==> src/rtl/div_unit.sv <==
// div_unit: multi-cycle restoring divider (32 steps), signed/unsigned,
// registered {remainder, quotient} result with stall/annul handshake.
module div_unit #(
  parameter int DATA_W = 32
) (
  input  logic                  clk,
  input  logic                  rst,
  input  logic                  div_signed,
  input  logic [DATA_W-1:0]     div_op1,
  input  logic [DATA_W-1:0]     div_op2,
  input  logic                  div_start,
  input  logic                  div_annul,
  output logic [2*DATA_W-1:0]   div_result,
  output logic                  div_ready
);

  localparam int              CNT_W    = $clog2(DATA_W) + 1;
  localparam logic [CNT_W-1:0] CNT_LAST = CNT_W'(DATA_W);

  typedef enum logic [1:0] {
    S_FREE,
    S_BYZERO,
    S_ON,
    S_END
  } state_t;

  state_t                r_state;
  logic [DATA_W-1:0]     r_rem;
  logic [DATA_W-1:0]     r_quo;
  logic [DATA_W-1:0]     r_div;
  logic [CNT_W-1:0]      r_cnt;
  logic                  r_neg_q;
  logic                  r_neg_r;
  logic [2*DATA_W-1:0]   r_result;
  logic                  r_ready;

  logic                  w_accept;
  logic                  w_op1_neg;
  logic                  w_op2_neg;
  logic [DATA_W-1:0]     w_op1_mag;
  logic [DATA_W-1:0]     w_op2_mag;
  logic [DATA_W:0]       w_up;
  logic                  w_ge;
  logic [DATA_W-1:0]     w_diff;
  logic [DATA_W-1:0]     w_q_fix;
  logic [DATA_W-1:0]     w_r_fix;

  assign w_accept  = div_start & ~div_annul;
  assign w_op1_neg = div_signed & div_op1[DATA_W-1];
  assign w_op2_neg = div_signed & div_op2[DATA_W-1];
  assign w_op1_mag = w_op1_neg ? -div_op1 : div_op1;
  assign w_op2_mag = w_op2_neg ? -div_op2 : div_op2;

  // The partial remainder is always below the divisor, so the shifted
  // remainder fits in DATA_W+1 bits and the difference fits in DATA_W bits.
  assign w_up   = {r_rem, r_quo[DATA_W-1]};
  assign w_ge   = (w_up >= {1'b0, r_div});
  assign w_diff = w_up[DATA_W-1:0] - r_div;

  assign w_q_fix = r_neg_q ? -r_quo : r_quo;
  assign w_r_fix = r_neg_r ? -r_rem : r_rem;

  assign div_result = r_result;
  assign div_ready  = r_ready;

  // Control FSM, iteration datapath and registered outputs.
  always_ff @(posedge clk) begin
    if (rst) begin
      r_state  <= S_FREE;
      r_rem    <= '0;
      r_quo    <= '0;
      r_div    <= '0;
      r_cnt    <= '0;
      r_neg_q  <= 1'b0;
      r_neg_r  <= 1'b0;
      r_result <= '0;
      r_ready  <= 1'b0;
    end else begin
      case (r_state)
        S_FREE: begin
          r_result <= '0;
          r_ready  <= 1'b0;
          if (w_accept) begin
            if (div_op2 == '0) begin
              r_state <= S_BYZERO;
            end else begin
              r_quo   <= w_op1_mag;
              r_div   <= w_op2_mag;
              r_rem   <= '0;
              r_cnt   <= '0;
              r_neg_q <= w_op1_neg ^ w_op2_neg;
              r_neg_r <= w_op1_neg;
              r_state <= S_ON;
            end
          end
        end
        S_BYZERO: begin
          r_result <= '0;
          if (div_annul) begin
            r_ready <= 1'b0;
            r_state <= S_FREE;
          end else begin
            r_ready <= 1'b1;
            r_state <= S_END;
          end
        end
        S_ON: begin
          if (div_annul) begin
            r_result <= '0;
            r_ready  <= 1'b0;
            r_state  <= S_FREE;
          end else if (r_cnt == CNT_LAST) begin
            r_result <= {w_r_fix, w_q_fix};
            r_ready  <= 1'b1;
            r_state  <= S_END;
          end else begin
            if (w_ge) begin
              r_rem <= w_diff;
              r_quo <= {r_quo[DATA_W-2:0], 1'b1};
            end else begin
              r_rem <= w_up[DATA_W-1:0];
              r_quo <= {r_quo[DATA_W-2:0], 1'b0};
            end
            r_cnt <= r_cnt + CNT_W'(1);
          end
        end
        S_END: begin
          if (!w_accept) begin
            r_result <= '0;
            r_ready  <= 1'b0;
            r_state  <= S_FREE;
          end
        end
        default: begin
          r_result <= '0;
          r_ready  <= 1'b0;
          r_state  <= S_FREE;
        end
      endcase
    end
  end

endmodule

==> config.mk <==
export PLATFORM = sky130hd
export DESIGN_NAME = div_unit
export DESIGN_NICKNAME = d
export VERILOG_FILES = /design/src/rtl/div_unit.sv
export SDC_FILE = /design/constraint.sdc
export NUM_CORES = 1
export LEC_CHECK = 0
export CORE_MARGIN = 10
export CORE_UTILIZATION = 33
export DETAILED_ROUTE_END_ITERATION = 6
export PLACE_DENSITY = 0.6
export SYNTH_ARGS = -nofsm -noshare
export SYNTH_HDL_FRONTEND = slang
export SYNTH_SLANG_ARGS = --single-unit
==> constraint.sdc <==
create_clock -name clk -period 4 [get_ports clk]
set_clock_uncertainty 0.2 [all_clocks]
set_input_delay 0.6 -clock clk [delete_from_list [all_inputs] [get_ports clk]]
set_output_delay 0.6 -clock clk [all_outputs]
set_load 0.02 [all_outputs]
==> results of run 1 <==
[state kept, by name, indices dropped and copies added (netlist names)]
signal	cells
div_result	64
r_div	32
r_quo	32
r_rem	32
r_cnt	6
r_state	2
div_ready	1
r_neg_q	1
r_neg_r	1
[worst min-delay path, stage by stage, from the launching register on]
cell and delay, ps:
dfxtp_1 310, nand2_1 50, a21oi_1 50
[per-layer routing]
metal	up-vias	track usage [%]	wire, um
li1	5260	-	-
met1	4754	24.7	18200
met2	289	23.3	14300
met3	19	2.63	1830
met4	0	3.70	357
met5	-	0	0
[per-stage QoR]
stage          area [um^2]  total power [uW]  setup slack, ps
4_1_cts              13500              6420              419
5_1_grt              13500              6820              246
6_report             13500              6420              356
3_5_place_dp         12900              4780              300
2_1_floorplan        11000              3970             1010
3_3_place_gp         12900              4760              322
[logic make-up after synthesis]
group                      Yosys count  share of synthesized area [%]
adders and majority gates           42                           4.84
buffers and inverters              151                           5.27
xor gates and xnor gates           152                           12.1
AOI/OAI and AO/OA                  412                           24.9
DFF                                171                           31.1
muxes                               25                           2.28
and+or+nand+nor                    466                           19.6
[worst paths after layout]
path	startpoint	to	slack [ps]	cells after the start
hold reg to reg	r_div[11]	r_div[11]	260	2
hold / removal	r_div[11]	r_div[11]	260	2
setup reg to reg	r_rem[13]	r_rem[26]	360	10
setup / recovery	r_rem[13]	r_rem[26]	360	10
[power groups by stage]
stage / clock, uW / combinational, uW / sequential [uW]
2_1_floorplan: 0 / 1910 / 2050
3_3_place_gp: 0 / 2650 / 2100
3_5_place_dp: 0 / 2670 / 2110
4_1_cts: 1670 / 2680 / 2070
5_1_grt: 1740 / 2980 / 2100
6_report: 1640 / 2710 / 2080
[Yosys cell counts (7+ instances only)]
| master | count | area [um^2] |
|---|---|---|
| a211oi_1 | 33 | 248 |
| a21o_1 | 16 | 120 |
| a21oi_1 | 122 | 611 |
| a221o_1 | 9 | 90.1 |
| a22o_1 | 26 | 228 |
| a22oi_1 | 20 | 150 |
| and2_1 | 11 | 68.8 |
| buf_2 | 7 | 35.0 |
| clkbuf_1 | 75 | 282 |
| dfxtp_1 | 171 | 3420 |
| ha_1 | 41 | 513 |
| inv_1 | 61 | 229 |
| mux2i_1 | 24 | 240 |
| nand2_1 | 175 | 657 |
| nand2b_1 | 7 | 43.8 |
| nand3_1 | 15 | 75.1 |
| nand4_1 | 13 | 81.3 |
| nor2_1 | 135 | 507 |
| nor3_1 | 34 | 170 |
| nor4_1 | 14 | 87.6 |
| o211ai_1 | 21 | 158 |
| o21a_1 | 7 | 52.6 |
| o21ai_0 | 65 | 325 |
| o21ai_1 | 9 | 45.0 |
| o21bai_1 | 9 | 67.6 |
| o31ai_1 | 29 | 218 |
| o41ai_1 | 15 | 131 |
| or3_1 | 15 | 93.8 |
| or4_1 | 14 | 105 |
| xnor2_1 | 70 | 613 |
| xor2_1 | 82 | 718 |
[cell type report]
class	count	area, um^2
fillers	3389	19200
multi-input cells	1097	7060
flip-flops and latches	171	3420
repair buffers	173	1670
well taps	442	553
clock buffers	18	429
inverters	62	233
clock inverters	14	151
diodes	1	2.50
==> impl_metrics.tcl, run 1 <==
set metrics [dict create \
    drive_gt1_share_pct 6.64 \
    ctsResizeCount 0 \
    tightestPinTransition_ps 1170 \
    fin_crit_ps 3640 \
    max_freq_ghz 0.274 \
    p_leak_uw 0.00521 \
    drtIter0Drc 801 \
    syn_area_um2 11000 \
    synthesis.nets 1530 \
    dieArea_um2 41100 \
    holdWs_ps 263 \
    synth_seq_area_share_pct 31.1 \
    min_path_type "flip-flop to flip-flop" \
    cpMostUsedCell "nor4_1" \
    final_cell_mix "175 x nand2_1, 171 x dfxtp_1, 134 x nor2_1, 132 x clkdlybuf4s50_1, 121 x a21oi_1" \
    wirelength_um 34700 \
    final_common_cell "nand2_1" \
    chipHeight_um 203 \
    insertion_delay_ps 440 \
    post_cts_buffers 0 \
    syn_avg_cell_area_um2 7.76 \
    timing.slew.headroom_pct 21.8 \
    cts_max_path_buffers 2 \
    die_w_um 203 \
    wire_per_inst_um 17.5 \
    critical_path_class "flip-flop to flip-flop" \
    finalMaxSlewViolations 0 \
    vias_per_cell 5.22 \
    cp_slowest_stage_delay_ps 510 \
    setup_violations 0 \
    power_density_nw_per_um2 475 \
    path_cells "ha_1 -> and3_1 -> nand2_1 -> nor4_1 -> nand3_1 -> a31oi_4 -> buf_12 -> nor4_1 -> buf_4 -> a221o_1" \
    period_share_pct 91.1 \
    critical-path-slowest-cell "nor4_1" \
    drc_errors 0 \
    crit_arrival_ps 3770 \
    gr-total-overflow 0 \
    antenna_found_initial 0 \
    postLayoutCoreUtil_pct 41.3 \
    cts-buffers-inserted 17 \
    pwr-share-comb_pct 42.1 \
    clock_sinks 171 \
    power_switching_uw 2670 \
    initial_core_util_pct 33.7 \
    max_cap_viol_count 0 \
    area_delta_synth_final_pct 22.7 \
    dp_hpwl_um 27300 \
    status "finished, final reports clean" \
    required_ps 4120 \
    p_seq_share_pct 32.3 \
    rsz0062_at_grt "no" \
    track_usage_pct 16.3 \
    p_clk_share_pct 25.5 \
    grt_max_degree 76 \
    vias 10300 \
    dpl.cell_count 1945 \
    swShare_pct 41.5 \
    synth_warnings 0 \
    cts_tree "done" \
    io_pins 134 \
    core_area_um2 32700 \
    final-hold-violation-count 0 \
    path_buf_inv 2 \
    synth_cell_type_count 72 \
    drt-pass1-iter-count 5 \
    async_flop_share_pct 0 \
    fin_tns_setup_ps 0 \
    fin_cells 1978 \
    cts_hold_buffers 0 \
    synthCells 1419 \
    drtAntennaViolNets 0 \
    h-tree-depth 4 \
    layout.nets 1633 \
    routabilityCongestion 0.902 \
    cts_root_buf "clkbuf_16" \
    path_max_fanout 17 \
    synth-edff-count 0 \
    synth-main-ff-cell "dfxtp_1" \
    irDropWorstVdd_mv 0.362 \
    p_int_uw 3750 \
    grt_pass1_vias 9510 \
    grt_pass1_wl_um 54300 \
    cts.reportedPaths.clkPinSlew_ps 70 \
    num_rows 66 \
    cp_top_family "simple AND/OR/NAND/NOR gates" \
    io_buffers 133 \
    ys_ff_latch 171 \
    endpoint_kind "flip-flop" \
    critPathLaunchType "flip-flop" \
]
Power figures use the tool's default switching activity.
==> run 2: changes to the inputs <==
--- a/config.mk
+++ b/config.mk
@@ -7,8 +7,10 @@
 export LEC_CHECK = 0
 export CORE_MARGIN = 10
 export CORE_UTILIZATION = 33
+export CTS_CLUSTER_DIAMETER = 150
 export DETAILED_ROUTE_END_ITERATION = 6
 export PLACE_DENSITY = 0.6
+export SLEW_MARGIN = 20
 export SYNTH_ARGS = -nofsm -noshare
 export SYNTH_HDL_FRONTEND = slang
 export SYNTH_SLANG_ARGS = --single-unit
==> impl_metrics.tcl, run 2 (synthesized netlist as in run 1, its figures left out) <==
set metrics [dict create \
    cts_max_path_buffers 2 \
    cts_hold_buffers 0 \
    clock_sinks 171 \
    fin_cells 1978 \
    setup_violations 0 \
    drt-pass1-iter-count 6 \
    dp_hpwl_um 27400 \
    core_area_um2 32700 \
    fin_tns_setup_ps 0 \
    min_path_type "flip-flop to flip-flop" \
    critical_path_class "flip-flop to flip-flop" \
    rsz0062_at_grt "no" \
    fin_crit_ps 3680 \
    routabilityCongestion 0.902 \
    h-tree-depth 4 \
    p_leak_uw 0.00522 \
    period_share_pct 92.0 \
    holdWs_ps 267 \
    dieArea_um2 41100 \
    cts-buffers-inserted 17 \
    cts_tree "done" \
    final_cell_mix "175 x nand2_1, 171 x dfxtp_1, 134 x nor2_1, 132 x clkdlybuf4s50_1, 121 x a21oi_1" \
    largest_register_ffs 64 \
    timing.slew.headroom_pct 32.5 \
    wirelength_um 34600 \
    ctsResizeCount 0 \
    max_cap_viol_count 0 \
    chipHeight_um 203 \
    layout.nets 1633 \
    max_freq_ghz 0.272 \
    grt_pass1_vias 9491 \
    dpl.cell_count 1945 \
    grt_max_degree 76 \
    power_density_nw_per_um2 474 \
    die_w_um 203 \
    antenna_found_initial 0 \
    critPathLaunchType "flip-flop" \
    cts_root_buf "clkbuf_16" \
    io_pins 134 \
    track_usage_pct 16.1 \
    drive_gt1_share_pct 6.64 \
    wire_per_inst_um 17.5 \
    cts.reportedPaths.clkPinSlew_ps 70 \
    filler_cell_count 3372 \
    drtIter0Drc 903 \
    area_delta_synth_final_pct 22.7 \
    insertion_delay_ps 440 \
    finalMaxSlewViolations 0 \
    initial_core_util_pct 33.7 \
    endpoint_kind "flip-flop" \
    drc_errors 0 \
    pre_cts_ws_ps 285 \
    tightestPinTransition_ps 1010 \
    final_common_cell "nand2_1" \
    gr-total-overflow 0 \
    num_rows 66 \
    grt_pass1_wl_um 54000 \
    post_cts_buffers 0 \
    vias 10400 \
    required_ps 4120 \
    path_max_fanout 17 \
    power.total_uw 6410 \
    final-hold-violation-count 0 \
    crit_arrival_ps 3800 \
    irDropWorstVdd_mv 0.368 \
    vias_per_cell 5.26 \
    status "finished, final reports clean" \
    layout_setup_ws_ps 320 \
    io_buffers 133 \
    drtAntennaViolNets 0 \
]
run 2: changes by cell type in the layout (fill, tap and decap cells not counted):
cell,before,now
nor2_2,1,0
inv_8,4,5
clkinv_8,3,2
clkinv_4,2,3
clkinvlp_4,3,2
nor2_4,0,1
run 2: report_power, final:
group	total [uW]	switching [uW]	internal, uW
Sequential	2080	203	1870
Combinational	2700	1660	1050
Clock	1630	801	833
Total	6410	2660	3750
run 2: path summary, 6_finish.rpt:
path	from	to	slack (ps)	depth (start not counted)
hold / removal	r_div[11]	r_div[11]	270	2
setup / recovery	r_rem[13]	r_rem[26]	320	10
setup reg to reg	r_rem[13]	r_rem[26]	320	10
hold reg to reg	r_div[11]	r_div[11]	270	2
run 2: metal layers:
layer,wire (um),track usage (%)
met5,0,0
met4,345,3.70
met3,1930,2.50
met2,14200,23.0
met1,18200,24.5
run 2: cell type report:
class / instances / area, um^2 / area share (%)
Clock inverter: 14 / 148 / 1.09
Tap cell: 442 / 553 / 4.09
Antenna cell: 1 / 2.50 / 0.0185
Clock buffer: 18 / 429 / 3.17
Inverter: 62 / 233 / 1.72
Sequential cell: 171 / 3420 / 25.3
Multi-Input combinational cell: 1097 / 7060 / 52.2
Timing Repair Buffer: 173 / 1670 / 12.3
run 2: critical path, stage by stage (launching register included):
cell and delay, ps:
dfxtp_1 430, ha_1 450, and3_1 250, nand2_1 110
nor4_1 550, nand3_1 370, a31oi_4 450, buf_12 230
nor4_1 70, buf_4 190, a221o_1 260
run 2: per-stage QoR:
step	utilization, %	area [um^2]
2_1_floorplan	-	11000
3_3_place_gp	39.6	12900
3_5_place_dp	39.6	12900
4_1_cts	41.3	13500
5_1_grt	41.3	13500
6_report	41.3	13500
